==> src/rtl/sh7604_mac_seq_pkg.sv <==
// rtl/sh7604_mac_seq_pkg.sv - shared types and constants for the MAC operand-fetch sequencer
package sh7604_mac_seq_pkg;

    typedef enum logic [2:0] {
        MAC_IDLE,
        MAC_RD1,
        MAC_FWD1,
        MAC_RD2,
        MAC_FWD2,
        MAC_FIN
    } mac_state_e;

    localparam logic [3:0] MACOP_MACL = 4'b1001;
    localparam logic [3:0] MACOP_MACW = 4'b1011;

    localparam logic [1:0] MAC_SEL_MA = 2'b01;
    localparam logic [1:0] MAC_SEL_MB = 2'b10;

    // Post-increment step for one operand.
    function automatic logic [31:0] mac_opsize(input logic is_long);
        return is_long ? 32'd4 : 32'd2;
    endfunction

endpackage

==> src/rtl/sh7604_mac_seq.sv <==
// rtl/sh7604_mac_seq.sv - MAC.W/MAC.L @Rm+,@Rn+ operand fetch and multiplier load sequencer
module sh7604_mac_seq
    import sh7604_mac_seq_pkg::*;
(
    input  logic        clk_i,
    input  logic        rst_n_i,
    input  logic        ce_r_i,
    input  logic        en_i,
    input  logic        cmd_req_i,
    input  logic        cmd_long_i,
    input  logic        cmd_s_i,
    input  logic        cmd_same_i,
    input  logic [31:0] cmd_rm_i,
    input  logic [31:0] cmd_rn_i,
    output logic        busy_o,
    output logic        done_o,
    output logic [31:0] rm_new_o,
    output logic [31:0] rn_new_o,
    output logic        mem_req_o,
    output logic [31:0] mem_a_o,
    output logic        mem_long_o,
    input  logic [31:0] mem_di_i,
    input  logic        mem_rdy_i,
    output logic [1:0]  mac_sel_o,
    output logic [3:0]  mac_op_o,
    output logic        mac_s_o,
    output logic        mac_we_o,
    output logic [31:0] mac_a_o,
    output logic [31:0] mac_di_o
);

    mac_state_e  state_q;
    logic        busy_q, done_q, mem_req_q, mem_long_q, mac_s_q, mac_we_q, same_q;
    logic [1:0]  mac_sel_q;
    logic [3:0]  mac_op_q;
    logic [31:0] mem_a_q, mac_a_q, mac_di_q, rm_new_q, rn_new_q, a1_q, a2_q;

    logic [31:0] cmd_sz_d, sz_d, a2_d, a1_inc_d, a2_inc_d;

    always_comb begin
        cmd_sz_d = mac_opsize(cmd_long_i);
        sz_d     = mac_opsize(mem_long_q);
        a2_d     = cmd_same_i ? (cmd_rn_i + cmd_sz_d) : cmd_rm_i;
        a1_inc_d = a1_q + sz_d;
        a2_inc_d = a2_q + sz_d;
    end

    always_ff @(posedge clk_i or negedge rst_n_i) begin
        if (!rst_n_i) begin
            state_q    <= MAC_IDLE;
            busy_q     <= 1'b0;
            done_q     <= 1'b0;
            mem_req_q  <= 1'b0;
            mem_long_q <= 1'b0;
            mac_s_q    <= 1'b0;
            mac_we_q   <= 1'b0;
            same_q     <= 1'b0;
            mac_sel_q  <= 2'b00;
            mac_op_q   <= 4'b0000;
            mem_a_q    <= 32'd0;
            mac_a_q    <= 32'd0;
            mac_di_q   <= 32'd0;
            rm_new_q   <= 32'd0;
            rn_new_q   <= 32'd0;
            a1_q       <= 32'd0;
            a2_q       <= 32'd0;
        end else if (ce_r_i && en_i) begin
            done_q   <= 1'b0;
            mac_we_q <= 1'b0;
            case (state_q)
                MAC_IDLE: begin
                    if (cmd_req_i) begin
                        same_q     <= cmd_same_i;
                        a1_q       <= cmd_rn_i;
                        a2_q       <= a2_d;
                        mac_op_q   <= cmd_long_i ? MACOP_MACL : MACOP_MACW;
                        mac_s_q    <= cmd_s_i;
                        mem_long_q <= cmd_long_i;
                        mem_a_q    <= cmd_rn_i;
                        mem_req_q  <= 1'b1;
                        busy_q     <= 1'b1;
                        state_q    <= MAC_RD1;
                    end
                end
                MAC_RD1: begin
                    if (mem_rdy_i) begin
                        mem_req_q <= 1'b0;
                        mac_we_q  <= 1'b1;
                        mac_sel_q <= MAC_SEL_MA;
                        mac_a_q   <= a1_q;
                        mac_di_q  <= mem_di_i;
                        state_q   <= MAC_FWD1;
                    end
                end
                MAC_FWD1: begin
                    mem_a_q   <= a2_q;
                    mem_req_q <= 1'b1;
                    state_q   <= MAC_RD2;
                end
                MAC_RD2: begin
                    if (mem_rdy_i) begin
                        mem_req_q <= 1'b0;
                        mac_we_q  <= 1'b1;
                        mac_sel_q <= MAC_SEL_MB;
                        mac_a_q   <= a2_q;
                        mac_di_q  <= mem_di_i;
                        state_q   <= MAC_FWD2;
                    end
                end
                MAC_FWD2: begin
                    state_q <= MAC_FIN;
                end
                MAC_FIN: begin
                    // For Rm==Rn, A2 is already Rn+SZ, so A2+SZ covers both writebacks.
                    rm_new_q <= a2_inc_d;
                    rn_new_q <= same_q ? a2_inc_d : a1_inc_d;
                    done_q   <= 1'b1;
                    busy_q   <= 1'b0;
                    state_q  <= MAC_IDLE;
                end
                default: state_q <= MAC_IDLE;
            endcase
        end
    end

    assign busy_o     = busy_q;
    assign done_o     = done_q;
    assign rm_new_o   = rm_new_q;
    assign rn_new_o   = rn_new_q;
    assign mem_req_o  = mem_req_q;
    assign mem_a_o    = mem_a_q;
    assign mem_long_o = mem_long_q;
    assign mac_sel_o  = mac_sel_q;
    assign mac_op_o   = mac_op_q;
    assign mac_s_o    = mac_s_q;
    assign mac_we_o   = mac_we_q;
    assign mac_a_o    = mac_a_q;
    assign mac_di_o   = mac_di_q;

endmodule

==> config.mk <==
export PLATFORM = sky130hd
export DESIGN_NAME = sh7604_mac_seq
export DESIGN_NICKNAME = d
export VERILOG_FILES = /design/src/rtl/sh7604_mac_seq_pkg.sv /design/src/rtl/sh7604_mac_seq.sv
export SDC_FILE = /design/constraint.sdc
export NUM_CORES = 1
export LEC_CHECK = 0
export BUFFER_PORTS_ARGS = -buffer_cell sky130_fd_sc_hd__buf_2
export CAP_MARGIN = 20
export CORE_MARGIN = 2
export CORE_UTILIZATION = 59
export CTS_CLUSTER_SIZE = 10
export DETAILED_ROUTE_END_ITERATION = 6
export GPL_TIMING_DRIVEN = 0
export HOLD_SLACK_MARGIN = 0.05
export PLACE_DENSITY = 0.85
export SLEW_MARGIN = 20
export SYNTH_ARGS = -nofsm -noshare
export SYNTH_HDL_FRONTEND = slang
export SYNTH_SLANG_ARGS = --single-unit
==> constraint.sdc <==
create_clock -name clk_i -period 5.5 [get_ports clk_i]
set_input_delay 0.55 -clock clk_i [delete_from_list [all_inputs] [get_ports clk_i]]
set_output_delay 0.55 -clock clk_i [all_outputs]
set_load 0.005 [all_outputs]
==> impl_results.md <==
- Ys Warns: 0
- Final Skew: around 0.021 ns
- CP Capture Type: flip-flop
- DP HPWL: ~28 mm
- Clock power frac: 0.204
- Placeable Area: around 20000 sq um
- Syn-to-layout area delta: 20.7%
- RR Endpoint: mem_a_o[24]$_DFFE_PN0P_
- Remaining Overflow, GRT: 0
- Worst slew pin tran: slightly above 1 ns
- Setup Viol. Count Final: 0
- Period minus WS final: around 3.2 ns
- Avg Cell Area, Syn: 9.01 sq um
- Post-Route Utilization: 0.733
- # resized after CTS: 0
- Num Clock Sinks: about 240
- Combinational Power Share: 0.362
- Worst-case clock buffer depth: 3
- Switching share of power: 0.383
- Largest net degree at the start of global routing: a little over 100
- Hold_buf cts: 1
- Startpoint Class: flip-flop
- Power Dens Cells: roughly 510 nW/um^2
- Clk root buf: clkbuf_16
- Synthesized area: 11900 sq um
- RSZ-0062 raised after global routing: false
- Max_cap viols: 0
- Vias in the first global route: roughly 11000
- Slew Viols, Final: 0
- H-tree depth: 1
- Drt wl/cell: approximately 20 microns
- Post-CTS setup buffers: 0
- CP Max Fanout: 10
- Sequential fraction of the synthesis area: 0.501
- Max Freq: 315 MHz
- Commonest cells after routing, fill and taps aside: nand2_1, buf_2, dfrtp_1
- Die area: ~21000 sq um
- Final WL: roughly 37 mm
- FF-to-FF path depth: 8
- TritonRoute pass-1 iters: 5
- All-Layer GR Usage: 0.344
- EDFF count, synth: 0
- Initial antenna violation count: 0
- Slew margin rel.: 0.318
- Final TNS setup: 0 ns
- Iteration-0 DRC Markers: approximately 850
- Int Pwr: between 4 and 5 mW
- Hold crit path type: primary input to flip-flop
- Crit path to: mem_a_o[24]$_DFFE_PN0P_
- Die X: ~150 microns
- Commonest non-fill, non-tap cell in the layout: nand2_1
- RD Place Congestion: between 0.9 and 1
- Flop pwr share: 0.434
- CTS tree: done
- CTS Buf Count: 27
- Post-layout power: ~7.4 mW
- Final Hold Viols: 0
- Synth Net Count: 1434
- Reg2reg start: state_q[0]$_DFFE_PN0P_
- Die H: approximately 150 microns
- Clock latency of the later-clocked register in the worst-skew pair: about 0.53 ns
- Via-per-instance ratio: just under 6
- Synthesized instance count: 1320
- FFs w/ async S/R, synth: 1.00
- Share of cells above drive strength 1: 0.200
- Crit path kind: flip-flop to flip-flop
- Peak supply drop: ~0.00032 V
- Flops & latches, synth: ~240
- Row count: 51
- Cell leakage power: a little over 7 nW
- IO Pins: between 200 and 300
- Setup slack, reg-to-reg: roughly 2.3 ns
- Critical Path AT: around 3.6 ns
- Antenna cells: 0
- Buffers on Ports: ~270
- ANT nets after route: 0
- DR DRC count: 0
- Worst EP required: slightly below 6 ns
- CP startpoint: state_q[0]$_DFFE_PN0P_
- NumNets Final: about 1700
- NetSw: between 2 and 3 mW
- Worst Hold Margin: ~0.22 ns
- Fin crit share: 0.576
- First-pass GRT wire length: 58.2 mm
- Vias: roughly 11000
- CTS clk-pin slew, worst paths: about 0.060 ns
- Synth unique cells: 52
- Status: finished clean
- Initial Utilization: 0.607
- Ys flop type: dfrtp_1
[how the worst min path moves through the flow]
| stage | from | endpoint | slack [ns] | depth (start not counted) |
|---|---|---|---|---|
| after CTS | mem_di_i[25] | mac_di_o[25]$_DFFE_PN0P_ | 0.22 | 3 |
| after global routing | cmd_s_i | mac_s_o$_DFFE_PN0P_ | 0.23 | 3 |
| after global placement | mac_di_o[25]$_DFFE_PN0P_ | mac_di_o[25]$_DFFE_PN0P_ | 0.45 | 2 |
| after detailed placement | mac_di_o[14]$_DFFE_PN0P_ | mac_di_o[14]$_DFFE_PN0P_ | 0.46 | 2 |
| after floorplan | rst_n_i | a1_q[0]$_DFFE_PN0P_ | 0.25 | 0 |
| final | mem_di_i[25] | mac_di_o[25]$_DFFE_PN0P_ | 0.22 | 3 |
[cells by family after synthesis]
logic type	Yosys count	share of synthesized area
xor gates and xnor gates	67	0.0493
buffers and inverters	104	0.0338
muxes	88	0.0752
DFF	238	0.501
AOI/OAI and AO/OA	226	0.108
adders and majority gates	9	0.0114
and+or+nand+nor	587	0.221
other	1	0.000315
[cell type report]
class,count,area [sq um]
timing repair buffer,277,1450
buffer,87,338
sequential,238,5960
clock buffer,29,683
fill,1488,5240
multi-input combinational,978,5530
inverter,17,63.8
tap,265,332
[stage by stage]
step | instances | worst slack, ns | instance area, sq um
final | 1891 | 2.33 | 14400
after global routing | 1891 | 2.26 | 14400
after CTS | 1890 | 2.47 | 14300
after detailed placement | 1860 | 2.49 | 13700
after global placement | 1858 | -0.169 | 13600
after floorplan | 1320 | 3.11 | 11900
[sequential cells by signal, summed over array words and instances, names as in the netlist, 2 cells and up]
signal and cells:
mac_di_o 32, mac_op_o 2, a1_q 32, mac_sel_o 2, mac_a_o 32, state_q 3, rn_new_o 32, a2_q 32
rm_new_o 32, mem_a_o 32
[Yosys cell counts, drive strengths merged, types with 5 or more instances]
| master | n | area [sq um] |
|---|---|---|
| xor2 | 27 | 236 |
| o21ai | 123 | 616 |
| or4 | 8 | 60.1 |
| buf | 11 | 52.5 |
| a21o | 8 | 60.1 |
| o31ai | 5 | 37.5 |
| mux2 | 11 | 124 |
| o211ai | 5 | 37.5 |
| nor4 | 16 | 100 |
| inv | 17 | 63.8 |
| and2 | 11 | 68.8 |
| nand2 | 346 | 1300 |
| nor2 | 62 | 233 |
| clkbuf | 76 | 285 |
| dfrtp | 238 | 5960 |
| o221ai | 12 | 105 |
| mux2i | 77 | 771 |
| nand3 | 43 | 220 |
| or3 | 8 | 51.3 |
| and4 | 8 | 70.1 |
| nor3 | 23 | 115 |
| nand4 | 27 | 169 |
| xnor2 | 40 | 350 |
| ha | 6 | 75.1 |
| a21oi | 53 | 265 |
| and3 | 17 | 106 |
[worst max-delay path: stages (launching register included)]
cell	delay (ns)
dfrtp_1	0.37
clkbuf_1	0.18
nand2b_1	0.20
nor2_1	0.76
a21o_1	0.22
clkbuf_1	0.48
buf_1	0.62
nor2_1	0.09
a21oi_1	0.16
[layer usage]
| metal | share of wire | track usage | vias up | routed length [microns] |
|---|---|---|---|---|
| met5 | 0 | 0 | - | 0 |
| met4 | 0.027 | 0.0951 | 0 | 992 |
| met3 | 0.090 | 0.0721 | 77 | 3340 |
| met2 | 0.48 | 0.573 | 551 | 17600 |
| met1 | 0.41 | 0.461 | 5352 | 15000 |
| li1 | - | - | 5136 | - |
[power groups by stage]
stage | logic (mW) | clock network (mW) | registers (mW)
after floorplan | 1.46 | 0 | 3.07
after global placement | 2.55 | 0 | 3.16
after detailed placement | 2.64 | 0 | 3.19
after CTS | 2.67 | 1.52 | 3.17
after global routing | 2.97 | 1.59 | 3.28
final | 2.67 | 1.51 | 3.20
Note: power is estimated with default switching activity, not from simulation.
